`src/rtl/ras_ckpt.sv`:
```
// Return-address stack with single-slot checkpoint/restore for the frontend predictor.
// Ports:
//   clk_i, rst_i        clock and synchronous active-high reset
//   flush_i             clear stack and checkpoint slot
//   push_i/push_addr_i  push a return address (call)
//   pop_i               pop the top entry (return)
//   ckpt_i/restore_i    save current stack state / restore it from the slot
//   top_valid_o/top_addr_o  combinational view of the registered top entry
//   ckpt_valid_o        slot holds a saved state
//   overflow_o/underflow_o  registered one-cycle pulses on push-full / pop-empty
module ras_ckpt #(
  parameter int unsigned DEPTH = 2,
  parameter int unsigned VLEN  = 64
) (
  input  logic            clk_i,
  input  logic            rst_i,
  input  logic            flush_i,
  input  logic            push_i,
  input  logic [VLEN-1:0] push_addr_i,
  input  logic            pop_i,
  input  logic            ckpt_i,
  input  logic            restore_i,
  output logic            top_valid_o,
  output logic [VLEN-1:0] top_addr_o,
  output logic            ckpt_valid_o,
  output logic            overflow_o,
  output logic            underflow_o
);

  localparam int unsigned PW = $clog2(DEPTH);
  localparam int unsigned CW = $clog2(DEPTH + 1);

  logic [DEPTH-1:0] mem_valid;
  logic [VLEN-1:0]  mem_addr [DEPTH];
  logic [PW-1:0]    tos;
  logic [CW-1:0]    count;

  logic [PW-1:0]    ckpt_tos;
  logic [CW-1:0]    ckpt_count;
  logic             ckpt_entry_valid;
  logic [VLEN-1:0]  ckpt_entry_addr;
  logic             ckpt_valid;

  logic             overflow;
  logic             underflow;

  logic [PW-1:0]    tos_inc;
  logic [PW-1:0]    tos_dec;
  logic             full;
  logic             empty;

  // DEPTH is a power of two, so natural PW-bit overflow gives the modulo wrap.
  assign tos_inc = tos + PW'(1);
  assign tos_dec = tos - PW'(1);
  assign full    = (count == CW'(DEPTH));
  assign empty   = (count == '0);

  // Stack, checkpoint slot and status pulses.
  always_ff @(posedge clk_i) begin
    if (rst_i || flush_i) begin
      mem_valid        <= '0;
      for (int i = 0; i < DEPTH; i++) mem_addr[i] <= '0;
      tos              <= '0;
      count            <= '0;
      ckpt_tos         <= '0;
      ckpt_count       <= '0;
      ckpt_entry_valid <= 1'b0;
      ckpt_entry_addr  <= '0;
      ckpt_valid       <= 1'b0;
      overflow         <= 1'b0;
      underflow        <= 1'b0;
    end else begin
      overflow  <= 1'b0;
      underflow <= 1'b0;

      if (restore_i) begin
        // Without a saved state the only safe repair is an empty stack.
        if (ckpt_valid) begin
          tos                <= ckpt_tos;
          count              <= ckpt_count;
          mem_valid[ckpt_tos] <= ckpt_entry_valid;
          mem_addr[ckpt_tos]  <= ckpt_entry_addr;
        end else begin
          mem_valid <= '0;
          for (int i = 0; i < DEPTH; i++) mem_addr[i] <= '0;
          tos   <= '0;
          count <= '0;
        end
      end else if (push_i && pop_i) begin
        // Coroutine call/return: replace the top in place.
        mem_valid[tos] <= 1'b1;
        mem_addr[tos]  <= push_addr_i;
        if (empty) count <= CW'(1);
      end else if (push_i) begin
        tos                <= tos_inc;
        mem_valid[tos_inc] <= 1'b1;
        mem_addr[tos_inc]  <= push_addr_i;
        if (full) overflow <= 1'b1;
        else      count    <= count + CW'(1);
      end else if (pop_i) begin
        if (empty) begin
          underflow <= 1'b1;
        end else begin
          mem_valid[tos] <= 1'b0;
          tos            <= tos_dec;
          count          <= count - CW'(1);
        end
      end

      // Checkpoint captures the pre-update state; alongside a restore it takes
      // the restored state, which equals the old slot when that slot was valid.
      if (ckpt_i) begin
        ckpt_valid <= 1'b1;
        if (!restore_i) begin
          ckpt_tos         <= tos;
          ckpt_count       <= count;
          ckpt_entry_valid <= mem_valid[tos];
          ckpt_entry_addr  <= mem_addr[tos];
        end else if (!ckpt_valid) begin
          ckpt_tos         <= '0;
          ckpt_count       <= '0;
          ckpt_entry_valid <= 1'b0;
          ckpt_entry_addr  <= '0;
        end
      end
    end
  end

  assign top_valid_o  = !empty && mem_valid[tos];
  assign top_addr_o   = mem_addr[tos];
  assign ckpt_valid_o = ckpt_valid;
  assign overflow_o   = overflow;
  assign underflow_o  = underflow;

endmodule
```
`config.mk`:
```
export PLATFORM = sky130hd
export DESIGN_NAME = ras_ckpt
export DESIGN_NICKNAME = d
export VERILOG_FILES = /design/src/rtl/ras_ckpt.sv
export SDC_FILE = /design/constraint.sdc
export NUM_CORES = 1
export LEC_CHECK = 0
export ABC_AREA = 1
export BUFFER_PORTS_ARGS = -buffer_cell sky130_fd_sc_hd__buf_2
export CORE_MARGIN = 8
export CORE_UTILIZATION = 25
export DETAILED_ROUTE_END_ITERATION = 8
export PLACE_DENSITY = 0.42
export SKIP_LAST_GASP = 1
export SLEW_MARGIN = 40
export SYNTH_ARGS = -nofsm -noshare
export SYNTH_HDL_FRONTEND = slang
export SYNTH_SLANG_ARGS = --single-unit
```
`constraint.sdc`:
```
create_clock -name clk_i -period 2.9 [get_ports clk_i]
set_clock_uncertainty 0.15 [all_clocks]
set_input_delay 0 -clock clk_i [delete_from_list [all_inputs] [get_ports clk_i]]
set_output_delay 0 -clock clk_i [all_outputs]
set_load 0.05 [all_outputs]
```
==> impl_metrics.yaml <==
power_and_ir_drop:
  p_per_area_nw_per_um2: 574
  leakagePower_nw: 4.76
  ir_drop_uv: 330
place:
  globalplace.congestion: 0.744
  place_ws_ns: 0.702
  dp_hpwl_um: 16200
  place_area_um2: 10600
  port_buffers: 138
hold_path:
  worstHoldStart: "flush_i"
  hold_path.class: "in -> reg"
  whs_path_depth: 5
  worst_hold_path.endpoint: "ckpt_valid_o"
detailed_routing:
  final_antenna_net_count: 0
  drc: 0
  dr.first_iter.drc_count: 342
  route.vias.total: 7086
  post_drt_via_cell_ratio: 4.20
  wl_um: 26300
  avgRoutedWirePerCell_um: 15.6
  firstDrtPassIters: 4
grt:
  grt_max_degree: 72
  grt_pass1_wl_um: 41500
  grt_overflow_total: 0
  grt_pass1_vias: 7330
  grtUsageTotal_pct: 11.7
  antenna_found_initial: 0
synthesis:
  synth-seq-cells: 205
  syn_area_um2: 9490
  synth_cell_types: 26
  avgSynthCellArea_um2: 9.87
  yosysSeqAreaShare_pct: 56.8
  synth_nets: 1032
  yosysWarnings: 0
  syn_inst: 961
timing:
  setup_violations: 0
  fin_ws_ns: 0.147
  rsz0062_at_grt: "true"
  finalHoldViolCount: 0
  fin_crit_sh_pct: 94.9
  timing.slew.headroom_pct: 53.4
  slew_violations: 0
  holdWs_ns: 0.211
  period_needed_ns: 2.75
  finalSetupTns_ns: 0
  max_freq_ghz: 0.363
  worstMarginPinSlew_ns: 0.692
status:
  status: "complete, no violations"
worst_setup_path:
  critPathRequiredTime_ns: 2.89
  cp.arrival_ns: 2.74
  reg2regPathDepth: 7
  reg2reg_from: "count[0]"
  startpoint_type: "input pin"
  endpoint_kind: "flip-flop"
  worstSetupPathType: "in -> reg"
  rr_endpoint: "count[0]"
  r2r_setup_slack_ns: 0.51
  critPathMaxFanout: 41
  cp-startpoint: "rst_i"
floorplan:
  ios: 139
  design.die.area_um2: 44400
  start_util_pct: 25.3
  rows: 71
  core_area_um2: 37500
  dieHeight_um: 211
  die-width_um: 211
finish:
  final_area_um2: 12100
  syn_to_final_growth_pct: 27.0
  diodes: 0
  final_nets: 1228
  finish.utilization_pct: 32.1
  drive_gt1_share_pct: 28.7
clocking:
  clk_pin_slew_ns: 0.06
  cts_made_buffers: 25
  cts_tree: "done"
  cts_buffer_depth: 3
  htree_levels: 1
  insertion_delay_ns: 0.51
  cts_sinks: 205
  cts_root_buf: "clkbuf_16"
run:
  maxCapViolations: 0
-- per-layer routing --
metal  vias up  GRT usage, %  part of all wire [%]
li1       3543             -                     -
met1      3377          15.4                    47
met2       137          19.6                    46
met4         0          2.68                   1.6
met5         -             0                     0
met3        29          2.40                   5.0
-- cell usage in the layout (no fill, tap or decap), drive strengths merged --
| master | synthesis | final |
|---|---|---|
| dfxtp | 77 | 77 |
| inv | 82 | 83 |
| clkbuf | 11 | 32 |
| a21oi | 74 | 74 |
| nor3 | 1 | 1 |
| nand3 | 18 | 18 |
| bufinv | 0 | 1 |
| dlygate4sd3 | 0 | 72 |
| clkinv | 0 | 11 |
| mux2 | 64 | 64 |
| edfxtp | 128 | 128 |
| buf | 47 | 154 |
| o21ai | 70 | 70 |
| nor2 | 145 | 145 |
| nand2 | 244 | 245 |
-- logic make-up (layout without fill, tap and decap cells) --
family	after synthesis	count (layout)	synth area share, %
compound gates	144	144	9.97
buf+inv	140	353	8.47
flops	205	205	56.8
mux	64	64	7.60
simple gates	408	409	17.2
-- cell usage after synthesis --
cell | n | area share, %
nand2_4 | 1 | 0.12
nand3_1 | 14 | 0.74
nand2_1 | 241 | 9.5
nor2_4 | 2 | 0.24
inv_2 | 2 | 0.079
buf_12 | 7 | 1.5
nand2_2 | 2 | 0.13
buf_2 | 17 | 0.90
edfxtp_1 | 128 | 41
buf_8 | 1 | 0.16
dfxtp_1 | 77 | 16
nand3_4 | 1 | 0.18
o21ai_2 | 60 | 5.5
inv_1 | 80 | 3.2
buf_1 | 4 | 0.16
buf_6 | 17 | 2.0
a21oi_1 | 74 | 3.9
nor3_1 | 1 | 0.053
nor2_2 | 9 | 0.59
clkbuf_1 | 11 | 0.44
buf_4 | 1 | 0.079
nand3_2 | 3 | 0.32
nor2_1 | 134 | 5.3
o21ai_1 | 4 | 0.21
mux2_2 | 64 | 7.6
o21ai_0 | 6 | 0.32
-- worst max-delay path: stages --
cell and delay (ns):
dlygate4sd3_1 0.53, buf_2 0.13, nor2_4 0.19, dlygate4sd3_1 0.78, nand3_4 0.21, nand3_2 0.15
nand3_2 0.13, nand2_4 0.08, buf_4 0.51
-- sequential cells by signal, summed over array words and instances (netlist names), named ones only --
| register | cells |
|---|---|
| mem_addr | 128 |
| ckpt_entry_addr | 64 |
| ckpt_count | 2 |
| count | 2 |
| mem_valid | 2 |
| ckpt_entry_valid | 1 |
| ckpt_tos | 1 |
| ckpt_valid_o | 1 |
| overflow_o | 1 |
| tos | 1 |
| underflow_o | 1 |
-- through the flow --
step	power, mW	instances
after global routing	7.23	1686
after detailed placement	4.00	1568
after CTS	7.04	1685
after global placement	4.00	1568
final	6.92	1686
after floorplan	3.78	961
-- timing repair --
item / CTS / global route
setup endpoints to repair: 0 / 1
resized for setup: 0 / 0
hold buffers: 72 / 0
setup buffers: 0 / 0
hold endpoints to repair: 139 / 0
-- power breakdown --
part           switching (mW)  internal [mW]  leakage (nW)  total, mW
clock                    1.20           1.72         0.374       2.92
sequential             0.0299           3.18          2.11       3.21
combinational           0.531          0.257          2.27      0.788
-- how the worst max path moves through the flow --
stage,slack [ns],cells past startpoint,endpoint
6_report,0.15,9,mem_addr[0][14]
5_1_grt,-0.004,9,mem_addr[0][32]
4_1_cts,0.05,10,mem_addr[0][57]
3_5_place_dp,0.70,6,mem_addr[0][57]
3_3_place_gp,0.77,8,mem_addr[0][31]
2_1_floorplan,0.13,8,mem_addr[1][0]
-- area by class of cell --
class	count	area (µm²)
Clock buffer	32	672
Fill cell	3989	25400
Tap cell	511	639
Sequential cell	205	5390
Timing Repair Buffer	226	1600
Multi-Input combinational cell	617	3350
Clock inverter	13	88.8
Inverter	82	308
Note: power is estimated with default switching activity, not from simulation.
